`src/rtl/bsg_cache_trace_driver_32.sv`:
```
// Trace-driven initiator for the bsg_cache 32-bit packet interface.
// Walks a combinational trace ROM and issues cache packets on a valid/ready
// handshake. It also consumes responses, tracks the number of in-flight
// requests, and handles FENCE/DELAY/FINISH trace commands.
//
// Ports:
//   clk_i, reset_n_i        clock, async active-low reset
//   en_i                    issue enable (responses are consumed regardless)
//   rom_addr_o/rom_data_i   trace ROM read port, entry = {cmd[3:0], pkt}
//   cache_pkt_o/v_o/ready_i packet request handshake
//   data_i/v_i/yumi_o       response handshake (data_i is for the checker only)
//   done_o                  trace finished and nothing outstanding
//   error_o                 sticky protocol error
//   sent_count_o            packets accepted by the cache
//   recv_count_o            responses consumed
module bsg_cache_trace_driver_32
  #(parameter int unsigned data_width_p     = 32
  , parameter int unsigned addr_width_p     = 32
  , parameter int unsigned rom_addr_width_p = 10
  , parameter int unsigned max_out_p        = 8
  // bsg_cache_pkt_s = {opcode[5:0], addr, data, mask[data_width_p/8-1:0]}
  , localparam int unsigned cache_pkt_width_lp = 6 + addr_width_p + data_width_p + data_width_p/8
  )
  (input  logic                            clk_i
  , input  logic                           reset_n_i
  , input  logic                           en_i
  , output logic [rom_addr_width_p-1:0]    rom_addr_o
  , input  logic [4+cache_pkt_width_lp-1:0] rom_data_i
  , output logic [cache_pkt_width_lp-1:0]  cache_pkt_o
  , output logic                           v_o
  , input  logic                           ready_i
  , input  logic [data_width_p-1:0]        data_i
  , input  logic                           v_i
  , output logic                           yumi_o
  , output logic                           done_o
  , output logic                           error_o
  , output logic [31:0]                    sent_count_o
  , output logic [31:0]                    recv_count_o
  );

  localparam int unsigned out_width_lp   = $clog2(max_out_p + 1);
  localparam int unsigned entry_width_lp = 4 + cache_pkt_width_lp;

  localparam logic [3:0] cmd_nop_lp    = 4'd0;
  localparam logic [3:0] cmd_send_lp   = 4'd1;
  localparam logic [3:0] cmd_fence_lp  = 4'd2;
  localparam logic [3:0] cmd_delay_lp  = 4'd3;
  localparam logic [3:0] cmd_finish_lp = 4'd4;

  typedef enum logic [1:0] {
    S_ISSUE = 2'd0,
    S_FENCE = 2'd1,
    S_DELAY = 2'd2,
    S_DONE  = 2'd3
  } state_e;

  state_e                        state_q, state_d;
  logic [rom_addr_width_p-1:0]   ptr_q,   ptr_d;
  logic [out_width_lp-1:0]       out_q,   out_d;
  logic [7:0]                    dly_q,   dly_d;
  logic [31:0]                   sent_q,  sent_d;
  logic [31:0]                   recv_q,  recv_d;
  logic                          err_q,   err_d;
  logic                          done_q,  done_d;

  logic [3:0] cmd;
  logic [7:0] dly_arg;
  logic       v_c;
  logic       accept;
  logic       yumi;
  logic       advance;

  // data_i only passes by this block on its way to the checker
  logic unused_data;
  assign unused_data = ^data_i;

  // Next-state, handshake and bookkeeping
  always_comb begin
    state_d = state_q;
    ptr_d   = ptr_q;
    out_d   = out_q;
    dly_d   = dly_q;
    err_d   = err_q;
    v_c     = 1'b0;
    advance = 1'b0;

    cmd     = rom_data_i[entry_width_lp-1 -: 4];
    dly_arg = rom_data_i[7:0];
    // Outputs are forced to their reset values while reset is held
    yumi    = v_i & reset_n_i;

    unique case (state_q)
      S_ISSUE: begin
        if (en_i) begin
          case (cmd)
            cmd_nop_lp:    advance = 1'b1;
            cmd_send_lp: begin
              v_c     = (out_q < out_width_lp'(max_out_p));
              advance = v_c & ready_i;
            end
            cmd_fence_lp:  state_d = S_FENCE;
            cmd_delay_lp: begin
              // The decode cycle is the first stall cycle, so 0 and 1 both
              // cost exactly one cycle.
              if (dly_arg <= 8'd1) begin
                advance = 1'b1;
              end else begin
                dly_d   = dly_arg - 8'd1;
                state_d = S_DELAY;
              end
            end
            cmd_finish_lp: state_d = S_DONE;
            default: begin
              advance = 1'b1;
              err_d   = 1'b1;
            end
          endcase
        end
      end
      S_FENCE: begin
        // Release in the same cycle the last response is consumed
        if ((out_q == '0) || ((out_q == out_width_lp'(1)) && yumi)) begin
          advance = 1'b1;
        end
      end
      S_DELAY: begin
        if (dly_q <= 8'd1) begin
          advance = 1'b1;
        end else begin
          dly_d = dly_q - 8'd1;
        end
      end
      S_DONE: begin
        state_d = S_DONE;
      end
    endcase

    // Stepping past the last ROM entry ends the trace instead of wrapping
    if (advance) begin
      if (ptr_q == '1) begin
        state_d = S_DONE;
      end else begin
        ptr_d   = ptr_q + rom_addr_width_p'(1);
        state_d = S_ISSUE;
      end
    end

    accept = v_c & reset_n_i & ready_i;

    if (yumi && (out_q == '0)) begin
      err_d = 1'b1;
    end
    if (accept && !yumi) begin
      out_d = out_q + out_width_lp'(1);
    end else if (yumi && !accept && (out_q != '0)) begin
      out_d = out_q - out_width_lp'(1);
    end

    sent_d = sent_q + 32'(accept);
    recv_d = recv_q + 32'(yumi);
    done_d = (state_q == S_DONE) && (out_d == '0);
  end

  // State and counter registers
  always_ff @(posedge clk_i or negedge reset_n_i) begin
    if (!reset_n_i) begin
      state_q <= S_ISSUE;
      ptr_q   <= '0;
      out_q   <= '0;
      dly_q   <= '0;
      sent_q  <= '0;
      recv_q  <= '0;
      err_q   <= 1'b0;
      done_q  <= 1'b0;
    end else begin
      state_q <= state_d;
      ptr_q   <= ptr_d;
      out_q   <= out_d;
      dly_q   <= dly_d;
      sent_q  <= sent_d;
      recv_q  <= recv_d;
      err_q   <= err_d;
      done_q  <= done_d;
    end
  end

  assign rom_addr_o   = ptr_q;
  assign cache_pkt_o  = rom_data_i[cache_pkt_width_lp-1:0];
  assign v_o          = v_c & reset_n_i;
  assign yumi_o       = yumi;
  assign done_o       = done_q;
  assign error_o      = err_q;
  assign sent_count_o = sent_q;
  assign recv_count_o = recv_q;

endmodule
```
`config.mk`:
```
export PLATFORM = sky130hd
export DESIGN_NAME = bsg_cache_trace_driver_32
export DESIGN_NICKNAME = d
export VERILOG_FILES = /design/src/rtl/bsg_cache_trace_driver_32.sv
export SDC_FILE = /design/constraint.sdc
export NUM_CORES = 1
export LEC_CHECK = 0
export BUFFER_PORTS_ARGS = -buffer_cell sky130_fd_sc_hd__buf_2
export CAP_MARGIN = 20
export CORE_ASPECT_RATIO = 1.5
export CORE_MARGIN = 1
export CORE_UTILIZATION = 40
export DETAILED_ROUTE_END_ITERATION = 10
export PLACE_DENSITY_LB_ADDON = 0.1
export SYNTH_ARGS = -nofsm -noshare
export SYNTH_HDL_FRONTEND = slang
export SYNTH_SLANG_ARGS = --single-unit
export TNS_END_PERCENT = 100
```
`constraint.sdc`:
```
create_clock -name clk_i -period 2.6 [get_ports clk_i]
set_input_delay 0.26 -clock clk_i [delete_from_list [all_inputs] [get_ports clk_i]]
set_output_delay 0.26 -clock clk_i [all_outputs]
set_load 0.01 [all_outputs]
```
==> results of run 1 <==
-- sequential cells by signal, indices dropped and copies added, names as in the netlist --
name	count
error_o	1
dly_q	8
out_q	4
rom_addr_o	10
state_q	2
done_o	1
recv_count_o	32
sent_count_o	32
-- placed cells by master (no fill, tap or decap), types with 2 or more instances in the layout --
cell / count
ha_1: 10
nor3_2: 2
a22oi_1: 3
a21oi_1: 9
xnor2_1: 49
bufinv_16: 3
nand2b_1: 4
or3_1: 5
a31oi_1: 3
buf_4: 19
inv_1: 10
nor2_1: 34
clkbuf_16: 9
nand3_1: 26
inv_6: 3
nor4_1: 2
and2_1: 3
buf_2: 101
and3_1: 8
xor2_1: 27
o21ai_0: 15
dfrtp_1: 90
nor3_1: 11
nor2b_1: 2
nand4_1: 16
or4_4: 3
nor4b_1: 2
nand2_1: 45
or4_1: 2
o32ai_1: 2
and4_1: 8
-- cell type report --
class	instances	area share
Clock buffer	9	0.0397
Clock inverter	7	0.0214
Tap cell	153	0.0338
Timing Repair Buffer	121	0.118
Multi-Input combinational cell	321	0.383
Sequential cell	90	0.397
Inverter	10	0.00662
-- what timing repair did --
item                                    CTS  global route
endpoints found under the setup margin    0             3
buffers inserted                          0             1
resized for setup                         0             2
-- final timing paths --
| check | end | slack (ns) | cells after the start |
|---|---|---|---|
| setup / recovery | done_o | 0.13 | 7 |
| setup reg to reg | done_o | 0.13 | 7 |
| max in group asynchronous | dly_q[1] | 2.24 | 2 |
| min in group clk_i | error_o | 0.23 | 3 |
| hold reg to reg | recv_count_o[31] | 0.46 | 1 |
| hold / removal | rom_addr_o[0] | -0.01 | 2 |
-- power breakdown --
group	switching, W	internal [W]	total (W)
logic	0.000664	0.000488	0.00115
registers	0.000202	0.00160	0.00181
clock network	0.000544	0.000948	0.00149
total	0.00141	0.00304	0.00445
-- per-layer routing --
layer  global-route usage  part of all wire  up-vias
met2                0.283              0.50      114
met5                    0                 0        -
met4               0.0753             0.022        0
met1                0.206              0.42     1718
li1                     -                 -     1757
met3               0.0400             0.057       36
-- cell usage after synthesis (all sizes together) (8+ instances only) --
| cell | instances | area (µm²) |
|---|---|---|
| inv | 10 | 37.5 |
| xor2 | 27 | 236 |
| xnor2 | 49 | 429 |
| and4 | 8 | 70.1 |
| nand3 | 26 | 130 |
| and3 | 9 | 56.3 |
| nand4 | 16 | 100 |
| nor2 | 34 | 128 |
| a21oi | 9 | 45.0 |
| nand2 | 46 | 175 |
| buf | 78 | 581 |
| nor3 | 13 | 65.1 |
| o21ai | 15 | 75.1 |
| ha | 12 | 150 |
| dfrtp | 90 | 2250 |
-- cell families after synthesis --
logic type                 share of synthesized area
and+or+nand+nor                                0.196
buffers and inverters                          0.125
DFF                                            0.449
xor gates and xnor gates                       0.133
AOI/OAI and AO/OA                             0.0599
adders and majority gates                     0.0299
muxes                                        0.00649
-- per-stage QoR --
step                       util  cell area, µm²
final                     0.469            5670
after CTS                 0.468            5650
after global routing      0.469            5670
after detailed placement  0.439            5310
after global placement    0.439            5310
after floorplan               -            5060
==> impl_metrics.yaml, run 1 <==
final_layout:
  fillers: 1147
  area_delta_synth_final_pct: 13.1
  drive_above_1_share: 0.276
  multiInputGateArea_um2: 2170
  register_area_um2: 2250
  final_cells: 711
  nNetsFinal: 680
  n_antenna_cell: 0
place:
  hpwl_mm: 7.70
  placed_cells: 694
  dp_slack_ns: 0.00929
  port_buffers: 102
  place.gp.congestion: 0.780
floorplan:
  die_x_um: 93.4
  coreArea_um2: 12100
  ios: 267
  fp.dieH_um: 139
  rows: 49
  initial_core_util: 0.415
  die_area_um2: 13000
run_status:
  status: "finished, violations left"
  violations: "negative hold slack"
yosys:
  ys_ff_latch: 90
  ys_async_sr_fraction: 1.00
  synth-edff-count: 0
  netlist_instances: 502
  synth-seq-area-share: 0.449
  yosysWarningCount: 0
  ys.flop_type: "dfrtp_1"
  synthDistinctLibCells: 56
  postSynthNetCount: 629
  postSynthAreaPerCell_um2: 9.99
  synth_area_um2: 5010
critical_path:
  max_stage_delay_ns: 0.52
  crit_fanout: 7
  worst_ep_arrival_time_ns: 2.70
  path_class: "flop to flop"
  crit_family: "simple AND/OR/NAND/NOR gates"
  cp_cell_sequence: "or4b_4 > buf_4 > or4_4 > a22oi_2 > xnor2_1 > a211o_1 > nor4_2"
  critPathLaunchType: "flop"
  crit_required_ns: 2.83
  worstSetupStartpoint: "state_q[0]"
  r2r_start: "state_q[0]"
  critPathCaptureType: "flop"
  worst-path-buf-inv: 1
  critPathSlowestCell: "or4b_4"
job:
  maxCapViolCount: 0
detailed_routing:
  drt-wirelength-per-cell_um: 14.7
  viasPerCell: 5.10
  drt_iter0_markers: 93
  vias: 3625
  drt_first_pass_iters: 4
  routed_wl_mm: 10.4
  antenna_left: 0
  drc: 0
clock_network:
  clock-root-buffer: "clkbuf_16"
  cts_tree: "built"
  cts_buffers: 9
  cts.htree.levels: 3
  holdBufCountCts: 0
  clk_pin_slew_worst_paths_ns: 0.07
  clkLatencyLatePin_ns: 0.33
  cts_sinks: 90
  clockBufferDepth: 2
power:
  total_power_w: 0.00445
  ir_drop_uv: 437
  power.leakage_nw: 2.80
  power_density_nw_per_um2: 785
sta:
  drv_slew: 0
  slew_headroom: 0.608
  period_share: 0.950
  rsz0062_at_grt: "no"
  clock.fmax_mhz: 405
  tns_ns: 0
  skew_ns: 0.00977
  finalSetupViolCount: 0
  whs_ns: -0.00995
  finalHoldViolCount: 27
  final.min_clock_period_ns: 2.47
  fin_ws_ns: 0.129
  worst_pin_slew_ns: 0.580
worst_hold_path:
  hp-class: "primary input to asynchronous set/reset pin"
global_route:
  grt_max_degree: 94
  grt_first_pass_wirelength_mm: 17.7
  grt-ovfl-total: 0
  grt_usage: 0.170
  antenna_found_initial: 0
  first_global_vias: 3702
Note: power is estimated with default switching activity, not from simulation.
==> run 2: changes to the inputs <==
clock period = 2.1 ns   (was 2.6 ns; I/O delays follow)
==> impl_metrics.yaml, run 2 (synthesis gave the netlist of run 1 again) <==
run_status:
  status: "finished, violations left"
  violations: "negative setup slack"
detailed_routing:
  drc: 0
  routed_wl_mm: 11.7
  drt_iter0_markers: 94
  drt_first_pass_iters: 4
  vias: 3883
  drt-wirelength-per-cell_um: 15.3
  viasPerCell: 5.06
  antenna_left: 0
sta:
  fin_ws_ns: -0.269
  worst_pin_slew_ns: 0.902
  rsz0062_at_grt: "yes"
  whs_ns: 0.181
  period_share: 1.13
  final.min_clock_period_ns: 2.37
  skew_ns: 0.00763
  slew_headroom: 0.398
  drv_slew: 0
  tns_ns: -2.86
  finalSetupViolCount: 23
  clock.fmax_mhz: 422
  finalHoldViolCount: 0
global_route:
  grt_usage: 0.189
  grt_max_degree: 72
  first_global_vias: 4012
  grt-ovfl-total: 0
  antenna_found_initial: 0
  grt_first_pass_wirelength_mm: 19.4
critical_path:
  worst_ep_arrival_time_ns: 2.60
  critPathSlowestCell: "or4b_4"
  ff2ff_path_depth: 9
  crit_family: "simple AND/OR/NAND/NOR gates"
  critPathLaunchType: "flop"
  max_stage_delay_ns: 0.55
  crit_top_cell: "ha_4"
  path_class: "flop to flop"
  crit_fanout: 3
  crit_required_ns: 2.33
  worst-path-buf-inv: 0
  path_depth: 9
  critPathCaptureType: "flop"
  cp_cell_sequence: "or4b_4 > nor3_4 > ha_4 > ha_4 > and3_4 > nor2b_4 > and4_4 > nand4_1 > xnor2_1"
final_layout:
  drive_above_1_share: 0.410
  fin_util: 0.529
  post-route-cell-area_um2: 6390
  area_delta_synth_final_pct: 27.5
  nNetsFinal: 737
  n_antenna_cell: 0
  final_common_cell: "buf_2"
  final_cell_mix: "buf_2, dfrtp_1, buf_4, xnor2_1, nand2_1"
floorplan:
  die_x_um: 93.4
  coreArea_um2: 12100
  initial_core_util: 0.415
  rows: 49
  die_area_um2: 13000
  ios: 267
  fp.dieH_um: 139
place:
  hpwl_mm: 8.67
  place.gp.congestion: 0.846
  port_buffers: 102
  placed_cell_area_um2: 5680
power:
  seqPwrFrac: 0.375
  power_density_nw_per_um2: 920
  total_power_w: 0.00588
  ir_drop_uv: 462
  netSwitchingPower_w: 0.00192
  p_int_w: 0.00396
  power_frac_comb: 0.331
  swShare: 0.327
  power.leakage_nw: 3.21
  clkPwrFrac: 0.294
job:
  maxCapViolCount: 0
clock_network:
  cts_tree: "built"
  cts_sinks: 90
  clock-root-buffer: "clkbuf_16"
  clkLatencyLatePin_ns: 0.34
  clockBufferDepth: 2
  cts_buffers: 9
  clk_pin_slew_worst_paths_ns: 0.07
  cts.htree.levels: 3
worst_hold_path:
  min_path_cells: 3
  hp-class: "primary input to flop"
-- run 2: layout make-up --
cell class,count,area [µm²]
clock buffers,10,229
clock inverters,6,90.1
fillers,1105,5680
inverters,10,37.5
multi-input cells,321,2480
flip-flops and latches,90,2250
well taps,153,191
repair buffers,178,1120
-- run 2: what timing repair did --
| action | 4_1_cts | 5_1_grt |
|---|---|---|
| gates resized for setup | 31 | 38 |
| hold buffers | 1 | 0 |
| pin swaps | 19 | 19 |
| buffers inserted | 6 | 4 |
| endpoints found under the setup margin | 40 | 51 |
| endpoints found under the hold margin | 19 | 0 |
-- run 2: path summary, 6_finish.rpt --
kind / start / to / slack, ns
max: state_q[0] / sent_count_o[30] / -0.27
min: en_i / error_o / 0.18
max reg2reg: state_q[0] / sent_count_o[30] / -0.27
min reg2reg: error_o / error_o / 0.47
max in group asynchronous: reset_n_i / dly_q[6] / 0.85
min in group asynchronous: reset_n_i / recv_count_o[20] / 0.26
-- run 2: metal layers --
layer  share of wire  vias up  track usage
li1                -     1869            -
met4           0.022        0       0.0745
met2            0.53      105        0.332
met1            0.39     1872        0.210
met3           0.057       37       0.0532
met5               0        -       0.0159
-- run 2: worst register-to-register path, cell delays in order (launching register included) --
cell and delay [ns]:
dfrtp_1 0.38, or4b_4 0.55, nor3_4 0.20, ha_4 0.19
ha_4 0.12, and3_4 0.18, nor2b_4 0.14, and4_4 0.23
nand4_1 0.11, xnor2_1 0.15
-- run 2: metrics by stage --
| stage | worst slack (ns) | cells |
|---|---|---|
| 2_1_floorplan | -0.451 | 502 |
| 3_3_place_gp | -0.357 | 742 |
| 3_5_place_dp | -0.382 | 742 |
| 4_1_cts | -0.316 | 764 |
| 5_1_grt | -0.360 | 768 |
| 6_report | -0.269 | 768 |
-- run 2: power by group through the flow --
| stage | registers (W) | clock network, W | logic [W] |
|---|---|---|---|
| floorplan | 0.00227 | 0 | 0.00109 |
| global placement | 0.00221 | 0 | 0.00171 |
| global route | 0.00224 | 0.00186 | 0.00217 |
| detailed placement | 0.00223 | 0 | 0.00172 |
| finish | 0.00220 | 0.00173 | 0.00195 |
| CTS | 0.00220 | 0.00178 | 0.00180 |
==> run 3: changes to the inputs <==
PLACE_DENSITY = 0.75   (was not set)
PLACE_DENSITY_LB_ADDON = not set   (was 0.1)
==> impl_metrics.yaml, run 3 (synthesis gave the netlist of run 1 again) <==
global_route:
  antenna_found_initial: 0
  grt_first_pass_wirelength_mm: 19.1
  first_global_vias: 4028
  grt_max_degree: 69
  grt-ovfl-total: 0
  grt_usage: 0.185
sta:
  final.min_clock_period_ns: 2.40
  finalHoldViolCount: 0
  period_share: 1.14
  worst_pin_slew_ns: 0.844
  slew_headroom: 0.437
  skew_ns: 0.00645
  drv_slew: 0
  finalSetupViolCount: 30
  clock.fmax_mhz: 417
  fin_ws_ns: -0.300
  rsz0062_at_grt: "yes"
  tns_ns: -4.70
critical_path:
  r2r_end: "done_o"
  critPathSlowestCell: "or4b_4"
  critPathCaptureType: "flop"
  max_stage_delay_ns: 0.55
  path_class: "flop to flop"
  regToRegSetupSlack_ns: -0.30
  cp_cell_sequence: "or4b_4 > buf_6 > or4_1 > o21ai_2 > mux2i_4 > a211o_1 > nor4_2"
  worst_ep_arrival_time_ns: 2.64
  ff2ff_path_depth: 7
  worst-path-buf-inv: 1
  r2r_start: "state_q[0]"
  crit_required_ns: 2.34
  crit_family: "simple AND/OR/NAND/NOR gates"
  critPathLaunchType: "flop"
  crit_fanout: 4
  worstSetupStartpoint: "state_q[0]"
clock_network:
  cts.htree.levels: 3
  clock-root-buffer: "clkbuf_16"
  cts_sinks: 90
  cts_tree: "built"
  clkLatencyLatePin_ns: 0.33
  clk_pin_slew_worst_paths_ns: 0.06
  clockBufferDepth: 2
  cts_buffers: 9
final_layout:
  n_antenna_cell: 0
  final_cell_mix: "buf_2, dfrtp_1, buf_4, xnor2_1, nand2_1"
  nNetsFinal: 728
  drive_above_1_share: 0.388
  fillers: 1071
  final_common_cell: "buf_2"
  multiInputGateArea_um2: 2400
  area_delta_synth_final_pct: 25.0
  post-route-cell-area_um2: 6270
  register_area_um2: 2250
detailed_routing:
  drt_iter0_markers: 96
  antenna_left: 0
  drt_first_pass_iters: 4
  viasPerCell: 5.16
  drt-wirelength-per-cell_um: 15.4
  vias: 3919
  drc: 0
  routed_wl_mm: 11.7
floorplan:
  ios: 267
  initial_core_util: 0.415
  fp.dieH_um: 139
  die_x_um: 93.4
  die_area_um2: 13000
  coreArea_um2: 12100
  rows: 49
place:
  hpwl_mm: 8.67
  placed_cell_area_um2: 5570
  place.gp.congestion: 0.880
  port_buffers: 102
  dp_slack_ns: -0.424
run_status:
  violations: "negative setup slack"
  status: "finished, violations left"
worst_hold_path:
  hp-class: "primary input to asynchronous set/reset pin"
power:
  power_density_nw_per_um2: 937
  ir_drop_uv: 510
  power.leakage_nw: 3.16
job:
  maxCapViolCount: 0
## run 3: per-layer routing
| metal | up-vias | global-route usage | wire [µm] |
|---|---|---|---|
| met1 | 1897 | 0.206 | 4570 |
| met5 | - | 0 | 0 |
| met4 | 0 | 0.107 | 488 |
| met3 | 49 | 0.0439 | 632 |
| met2 | 121 | 0.316 | 5960 |
| li1 | 1852 | - | - |
## run 3: cell type report
| type | instances | share of cell area |
|---|---|---|
| Multi-Input combinational cell | 321 | 0.382 |
| Inverter | 10 | 0.00599 |
| Tap cell | 153 | 0.0305 |
| Sequential cell | 90 | 0.359 |
| Clock inverter | 5 | 0.0138 |
| Clock buffer | 11 | 0.0403 |
| Timing Repair Buffer | 169 | 0.168 |
## run 3: worst register-to-register path, delay by kind of cell, from the launching register on
kind,cells,cell delay (ns)
multiplexers,1,0.11
flip-flops,1,0.39
AO/OA/AOI/OAI,2,0.47
AND/OR/NAND/NOR,3,1.20
buffers and inverters,1,0.15
## run 3: timing repair
item | CTS | global route
setup endpoints to repair | 39 | 44
hold endpoints to repair | 22 | 0
resized for setup | 38 | 19
hold buffers | 1 | 0
pin swaps | 24 | 13
setup buffers | 11 | 7
cloned | 0 | 0
## run 3: worst max-delay path by stage
stage / depth (start not counted) / endpoint / slack, ns
after detailed placement: 10 / sent_count_o[30] / -0.42
final: 7 / done_o / -0.30
after global routing: 9 / sent_count_o[30] / -0.39
after floorplan: 11 / sent_count_o[30] / -0.45
after CTS: 9 / sent_count_o[30] / -0.30
after global placement: 10 / sent_count_o[30] / -0.37
## run 3: where the power goes
part           total [W]  switching, W  internal (W)
logic            0.00189      0.000991      0.000903
registers        0.00220      0.000218       0.00199
clock network    0.00178      0.000667       0.00111
## run 3: stage by stage
stage | std cells | utilization | power (W) | hold slack [ns]
2_1_floorplan | 502 | - | 0.00335 | -0.0856
3_3_place_gp | 728 | 0.461 | 0.00383 | 0.274
3_5_place_dp | 728 | 0.461 | 0.00390 | 0.276
4_1_cts | 754 | 0.509 | 0.00583 | 0.263
5_1_grt | 759 | 0.519 | 0.00625 | 0.288
6_report | 759 | 0.519 | 0.00588 | 0.255
